$ cat config.mk
export PLATFORM = sky130hd
export DESIGN_NAME = comparator_sort_ctrl
export DESIGN_NICKNAME = d
export VERILOG_FILES = /design/src/rtl/comparator_sort_ctrl.sv
export SDC_FILE = /design/constraint.sdc
export NUM_CORES = 1
export LEC_CHECK = 0
export ABC_AREA = 1
export CAP_MARGIN = 20
export CORE_MARGIN = 2
export CORE_UTILIZATION = 56
export CTS_CLUSTER_DIAMETER = 100
export DETAILED_ROUTE_END_ITERATION = 16
export PLACE_DENSITY = 0.78
export REMOVE_ABC_BUFFERS = 1
export SLEW_MARGIN = 20
export SYNTH_ARGS = -nofsm -noshare
export SYNTH_HDL_FRONTEND = slang
export SYNTH_SLANG_ARGS = --single-unit
$ cat constraint.sdc
create_clock -name i_clk -period 3.62 [get_ports i_clk]
set_input_delay 0.905 -clock i_clk [delete_from_list [all_inputs] [get_ports i_clk]]
set_output_delay 0.905 -clock i_clk [all_outputs]
set_load 0.05 [all_outputs]
$ cat src/rtl/comparator_sort_ctrl.sv
// Buffers up to N bytes, bubble-sorts them ascending through one shared 8-bit magnitude
// comparator (one compare per clock), then drains them over a valid/ready stream.
module comparator_sort_ctrl #(
  parameter int unsigned N     = 8,
  parameter int unsigned IDX_W = 3
) (
  input  logic       i_clk,
  input  logic       i_rst,
  input  logic       i_in_valid,
  input  logic [7:0] i_in_data,
  output logic       o_in_ready,
  input  logic       i_start,
  output logic       o_busy,
  output logic       o_out_valid,
  output logic [7:0] o_out_data,
  input  logic       i_out_ready,
  output logic       o_done,
  output logic [7:0] o_swap_cnt
);

  typedef enum logic [1:0] {StLoad, StSort, StDrain} state_e;

  localparam logic [IDX_W:0]   CntMax = (IDX_W + 1)'(N);
  localparam logic [IDX_W:0]   CntOne = (IDX_W + 1)'(1);
  localparam logic [IDX_W-1:0] IdxOne = IDX_W'(1);

  state_e           r_state;
  logic [7:0]       r_mem [N];
  logic [IDX_W:0]   r_count;
  logic [IDX_W-1:0] r_j;
  logic [IDX_W-1:0] r_lim;
  logic [IDX_W-1:0] r_rd;
  logic             r_noswap;
  logic [7:0]       r_swap_cnt;
  logic             r_done;

  state_e           w_state_d;
  logic [IDX_W:0]   w_count_d;
  logic [IDX_W-1:0] w_j_d;
  logic [IDX_W-1:0] w_lim_d;
  logic [IDX_W-1:0] w_rd_d;
  logic             w_noswap_d;
  logic [7:0]       w_swap_cnt_d;
  logic             w_done_d;

  logic             w_load_we;
  logic             w_swap_en;
  logic [IDX_W:0]   w_cnt_new;
  logic [IDX_W-1:0] w_j1;
  logic [7:0]       w_cmp_a;
  logic [7:0]       w_cmp_b;
  logic             w_a_great_b;

  // Shared comparator: A is the left entry of the current pair, B the right one.
  assign w_j1        = r_j + IdxOne;
  assign w_cmp_a     = r_mem[r_j];
  assign w_cmp_b     = r_mem[w_j1];
  assign w_a_great_b = (w_cmp_a > w_cmp_b);

  assign o_in_ready  = (r_state == StLoad) && (r_count < CntMax);
  assign o_busy      = (r_state != StLoad);
  assign o_out_valid = (r_state == StDrain);
  assign o_out_data  = o_out_valid ? r_mem[r_rd] : 8'h00;
  assign o_done      = r_done;
  assign o_swap_cnt  = r_swap_cnt;

  assign w_load_we   = i_in_valid && o_in_ready;
  assign w_cnt_new   = w_load_we ? (r_count + CntOne) : r_count;

  always_comb begin
    w_state_d    = r_state;
    w_count_d    = r_count;
    w_j_d        = r_j;
    w_lim_d      = r_lim;
    w_rd_d       = r_rd;
    w_noswap_d   = r_noswap;
    w_swap_cnt_d = r_swap_cnt;
    w_done_d     = 1'b0;
    w_swap_en    = 1'b0;

    unique case (r_state)
      StLoad: begin
        w_count_d = w_cnt_new;
        // A byte arriving alongside start is already counted in w_cnt_new.
        if (i_start && (w_cnt_new != '0)) begin
          w_swap_cnt_d = 8'h00;
          w_j_d        = '0;
          w_lim_d      = IDX_W'(w_cnt_new - CntOne);
          w_noswap_d   = 1'b1;
          w_state_d    = (w_cnt_new == CntOne) ? StDrain : StSort;
        end
      end

      StSort: begin
        w_swap_en = w_a_great_b;
        if (w_a_great_b) begin
          w_swap_cnt_d = (r_swap_cnt == 8'hFF) ? r_swap_cnt : (r_swap_cnt + 8'd1);
          w_noswap_d   = 1'b0;
        end
        if (r_j == (r_lim - IdxOne)) begin
          if ((r_noswap && !w_a_great_b) || (r_lim == IdxOne)) begin
            w_state_d = StDrain;
          end else begin
            w_lim_d    = r_lim - IdxOne;
            w_j_d      = '0;
            w_noswap_d = 1'b1;
          end
        end else begin
          w_j_d = w_j1;
        end
      end

      StDrain: begin
        if (i_out_ready) begin
          if ({1'b0, r_rd} == (r_count - CntOne)) begin
            w_rd_d    = '0;
            w_count_d = '0;
            w_state_d = StLoad;
            w_done_d  = 1'b1;
          end else begin
            w_rd_d = r_rd + IdxOne;
          end
        end
      end

      default: begin
        w_state_d = StLoad;
      end
    endcase
  end

  always_ff @(posedge i_clk) begin
    if (i_rst) begin
      r_state    <= StLoad;
      r_count    <= '0;
      r_j        <= '0;
      r_lim      <= '0;
      r_rd       <= '0;
      r_noswap   <= 1'b1;
      r_swap_cnt <= 8'h00;
      r_done     <= 1'b0;
    end else begin
      r_state    <= w_state_d;
      r_count    <= w_count_d;
      r_j        <= w_j_d;
      r_lim      <= w_lim_d;
      r_rd       <= w_rd_d;
      r_noswap   <= w_noswap_d;
      r_swap_cnt <= w_swap_cnt_d;
      r_done     <= w_done_d;
    end
  end

  // Storage is never reset; stale contents are unreachable until reloaded.
  always_ff @(posedge i_clk) begin
    if (!i_rst) begin
      if (w_swap_en) begin
        r_mem[r_j]  <= w_cmp_b;
        r_mem[w_j1] <= w_cmp_a;
      end else if (w_load_we) begin
        r_mem[r_count[IDX_W-1:0]] <= i_in_data;
      end
    end
  end

endmodule

After elaboration in Yosys (flattened, before gate mapping):

Memories as Yosys holds them, arrays and structs flattened. A register that Yosys moved wholly into a read port is not among the register bits.
Cells that the tools add are included.

* RAM bits: 64
* output and inout port bits: 20
* bits of input ports: 13
* word-level logic and storage cells: 102
* memories kept: 1
* bits in registers: 25

* bitwise operators: 2
* reductions and logical operators: 20
* equal/unequal tests: 16
* $lt $le $gt $ge: 2
* mux-type cells: 46
* $add $sub $neg: 7

Memory list
* r_mem: words 8, width 8, rd ports 3, clocked after Yosys merged registers in 2, wr ports 2, RTL line 28 `logic [7:0] r_mem [N];`

Operators with widths (number)
* 2-to-1 mux 8 bit: 5
* 2-to-1 mux 3 bit: 12
* one-hot mux 8 bit (2 select lines): 1
* 2-to-1 mux 1 bit: 14
* 2-to-1 mux 2 bit: 6
* 2-to-1 mux 4 bit: 3
* one-hot mux 3 bit (2 select lines): 2
* != test 2 bit, second input constant: 5
* adder 8 x 1 -> 8 bit, second input constant: 1
* equality test 8 bit, second input constant: 1
* > comparator 8 bit: 1
* one-hot mux 4 bit (2 select lines): 1
* AND reduction 4 bit: 2
* OR reduction 8 bit: 1
* adder 3 x 1 -> 3 bit, second input constant: 2
* != test 2 x 1 -> 1 bit, second input constant: 3
* one-hot mux 2 bit (3 select lines): 1
* AND reduction 3 bit: 2
* nonzero test 2 bit: 3
* subtractor 3 x 1 -> 3 bit, second input constant: 2
* AND reduction 5 bit: 1
* adder 4 x 1 -> 4 bit, second input constant: 1
* equality test 3 x 4 -> 1 bit: 1
* equality test 4 x 1 -> 1 bit, second input constant: 1
* other kinds (16): 21

Logic depth before layout (Yosys ltp):

An unclocked memory read counts as a cell.

* depth after elaboration: 11
* gate-level depth with buffers: 25
* depth with buffers taken out: 23

Least setup slack after synthesis:

Ideal clock, no wire load.

* kind: register -> output
* start point: register r_state[1]
* end point: output port o_out_data[4]
* path buffers: 0
* arrival time: 2.499 ns
* setup slack: 0.216 ns
* required time: 2.715 ns
* cell stages (with the launch flop): 5
* path through: dfxtp_1 -> inv_1 -> nor2_2 -> inv_1 -> a311oi_1

* word-level cells in the longest chain between the ends: 2

Ends and longest elaborated chain
* from (decl): RTL line 27 `state_e r_state;`
* from (signal assigned): RTL line 134 `r_state <= StLoad;`
* from (signal assigned): RTL line 143 `r_state <= w_state_d;`
* equality test 2 bit: RTL line 62 `assign o_out_valid = (r_state == StDrain);`
* net o_out_valid: RTL line 14 `output logic o_out_valid,`
* 2-to-1 mux 8 bit: RTL line 63 `assign o_out_data = o_out_valid ? r_mem[r_rd] : 8'h00;`
* to (decl): RTL line 15 `output logic [7:0] o_out_data,`

The timed path passes the listed nets, and every way through them passes these cells.

==> impl_metrics.json <==
{
  "crit_path_end_kind": "register",
  "ys_seq_area_frac": 0.374,
  "fin_cells": 1126,
  "cts.sinks": 95,
  "port_buffers": 32,
  "cts_buffer_depth": 2,
  "synthCells": 939,
  "finClkSkew_ns": 0.00381,
  "placed_cells": 1104,
  "dp_hpwl_mm": 13.5,
  "worstSetupPathType": "reg -> reg",
  "yosys.area.top_type_share": 0.283,
  "wire_per_inst_um": 17.0,
  "dpl_cell_area_sq_um": 7350,
  "area_delta_synth_final_pct": 14.0,
  "ioPinCount": 33,
  "r2r_cells": 21,
  "min_path_type": "reg -> reg",
  "drtAntennaViolNets": 0,
  "maxSlewHeadroom": 0.550,
  "gp_congestion": 0.941,
  "vias_per_cell": 5.91,
  "cts_buffers": 9,
  "root_buffer": "clkbuf_16",
  "cts_tree": "done",
  "grt_usage": 0.299,
  "grt_overflow_total": 0,
  "fin_nets": 1004,
  "post-place-ws_ns": 0.212,
  "rsz0062_at_grt": "false",
  "path_cells": "ha_1 -> or2_1 -> nand2_2 -> buf_4 -> nand4_1 -> o21ai_0 -> nor2_1 -> nand2_1 -> inv_1 -> ha_1 -> nand2_1 -> inv_1 -> nand2_1 -> nand2_1 -> nand2_1 -> nand2_1 -> nand4_4 -> nand2_1 -> nand2_1 -> o22ai_1 -> buf_4",
  "initial_core_util": 0.570,
  "grt_pass1_vias": 5718,
  "required_ns": 3.67,
  "max_cap_violations": 0,
  "grt_max_degree": 48,
  "synth_area_leaders": "edfxtp_1 (28%), nand2_1 (14%), o21ai_0 (11%)",
  "cpPeakStageDelay_ns": 0.35,
  "final_cell_area_sq_um": 7740,
  "arrival_ns": 3.41,
  "die_w_um": 114,
  "finalMaxSlewViolations": 0,
  "drtIter0Drc": 894,
  "syn_avg_cell_area_sq_um": 7.23,
  "min_period_ns": 3.35,
  "synth_ff_type": "edfxtp_1",
  "p_leak_nw": 2.98,
  "drc_errors": 0,
  "fin_setup_tns_ns": 0,
  "drive_above_1_share": 0.126,
  "finalCritPeriodShare": 0.926,
  "final_hold_viol_count": 0,
  "htree_levels": 3,
  "yosysTopAreaCell": "edfxtp_1",
  "hold_depth": 2,
  "fp-row-count": 40,
  "synthArstFlopShare": 0,
  "antenna_found_initial": 0,
  "cp_common_cell": "nand2_1",
  "setup_viol": 0,
  "drt-total-wl_mm": 19.2,
  "core_sq_um": 11900,
  "status": "completed",
  "synth_warnings": 0,
  "antennaDiodeCount": 0,
  "vias": 6655,
  "grt_pass1_wl_mm": 30.1,
  "worst_path_max_delay_cell": "dfxtp_1",
  "insertion_delay_ns": 0.35,
  "cp_max_fo": 8,
  "worst_setup_path_start_kind": "register",
  "synth-edff-count": 64,
  "dieHeight_um": 114,
  "vdd_drop_max_uv": 760,
  "tightest_slew_ns": 0.671,
  "clk_pin_slew_ns": 0.06,
  "dr.pass1.iters": 6,
  "p_per_area_nw_per_um2": 1060,
  "fill_cells": 1043,
  "post-route-util": 0.650,
  "synth_cell_types": 46,
  "synth_seq_cells": 95,
  "fmax_mhz": 298,
  "syn-cell-area_sq_um": 6790,
  "dieArea_sq_um": 13000,
  "layout_setup_ws_ns": 0.269
}
## final timing paths
kind | from | endpoint | slack, ns
max | r_j[1] | r_mem[4][4] | 0.27
max reg2reg | r_j[1] | r_mem[4][4] | 0.27
min reg2reg | r_noswap | r_noswap | 0.47
min | r_noswap | r_noswap | 0.47
## critical path, delay by kind of cell, from the launching register on
kind                       cells  cell delay, ns
DFF                            1            0.35
buffers and inverters          4            0.54
and+or+nand+nor               13            1.37
AOI/OAI and AO/OA              2            0.30
adders and majority gates      2            0.48
## synthesized netlist by cell type, drive strengths merged (5+ instances only)
library cell    n
or2            10
edfxtp         64
o21ai         188
nand3          41
nand4           5
nand2         258
a21oi          89
clkbuf         21
xnor2           5
o22ai           9
buf            30
inv            81
ha             17
dfxtp          31
a31oi          14
nor2           56
## cell usage in the layout (no fill, tap or decap), types with 15 or more instances in the layout
cell type	instances
a21oi_1	85
buf_4	44
clkdlybuf4s50_1	24
dfxtp_1	31
edfxtp_1	64
ha_1	17
inv_1	76
nand2_1	255
nand3_1	35
nor2_1	42
o21ai_0	147
o21ai_1	25
o21ai_2	15
## registers in the layout, indices dropped and copies added, names as in the netlist, named ones only
name and count:
r_rd 3, r_mem 64, o_done 1, o_swap_cnt 8, r_j 3, r_noswap 1, r_lim 3, r_state 2
r_count 4
## power by group
part           total (mW)  internal, mW  switching, mW
Clock               0.947         0.547          0.400
Sequential           1.85          1.69          0.157
Combinational        5.41          1.75           3.66
Total                8.21          3.99           4.22
## metrics by stage
stage | total power [mW] | hold slack [ns]
after floorplan | 5.38 | 0.438
after global placement | 6.88 | 0.445
after detailed placement | 6.97 | 0.451
after CTS | 7.93 | 0.469
after global routing | 8.82 | 0.500
final | 8.21 | 0.473
## what timing repair did
item                                   4_1_cts  5_1_grt
setup endpoints to repair                    0      111
buffers inserted                             0        6
hold buffers                                 0        0
resized for setup                            0        9
endpoints found under the hold margin        0        0
## layer usage
| layer | routed length [um] | part of all wire | global-route usage | vias up |
|---|---|---|---|---|
| li1 | - | - | - | 3265 |
| met1 | 8440 | 0.44 | 0.455 | 2955 |
| met2 | 8020 | 0.42 | 0.424 | 401 |
| met3 | 2370 | 0.12 | 0.0625 | 34 |
| met4 | 344 | 0.018 | 0.0959 | 0 |
| met5 | 0 | 0 | 0 | - |
## final cells by class
cell class	instances	area, sq um	share of cell area
inverter	83	315	0.0407
tap	147	184	0.0238
timing repair buffer	75	696	0.0899
clock inverter	5	47.5	0.00614
multi-input combinational	710	3710	0.480
sequential	95	2540	0.328
clock buffer	11	243	0.0314
## cell families (layout without fill, tap and decap cells)
| kind of cell | after synthesis | in the layout | synth area share |
|---|---|---|---|
| adder cells (fa/ha/maj) | 17 | 17 | 0.0313 |
| buffers and inverters | 134 | 174 | 0.0863 |
| flip-flops | 95 | 95 | 0.374 |
| XOR/XNOR | 9 | 9 | 0.0116 |
| AND/OR/NAND/NOR | 376 | 376 | 0.240 |
| AO/OA/AOI/OAI | 308 | 308 | 0.256 |
Note: power is estimated with default switching activity, not from simulation.
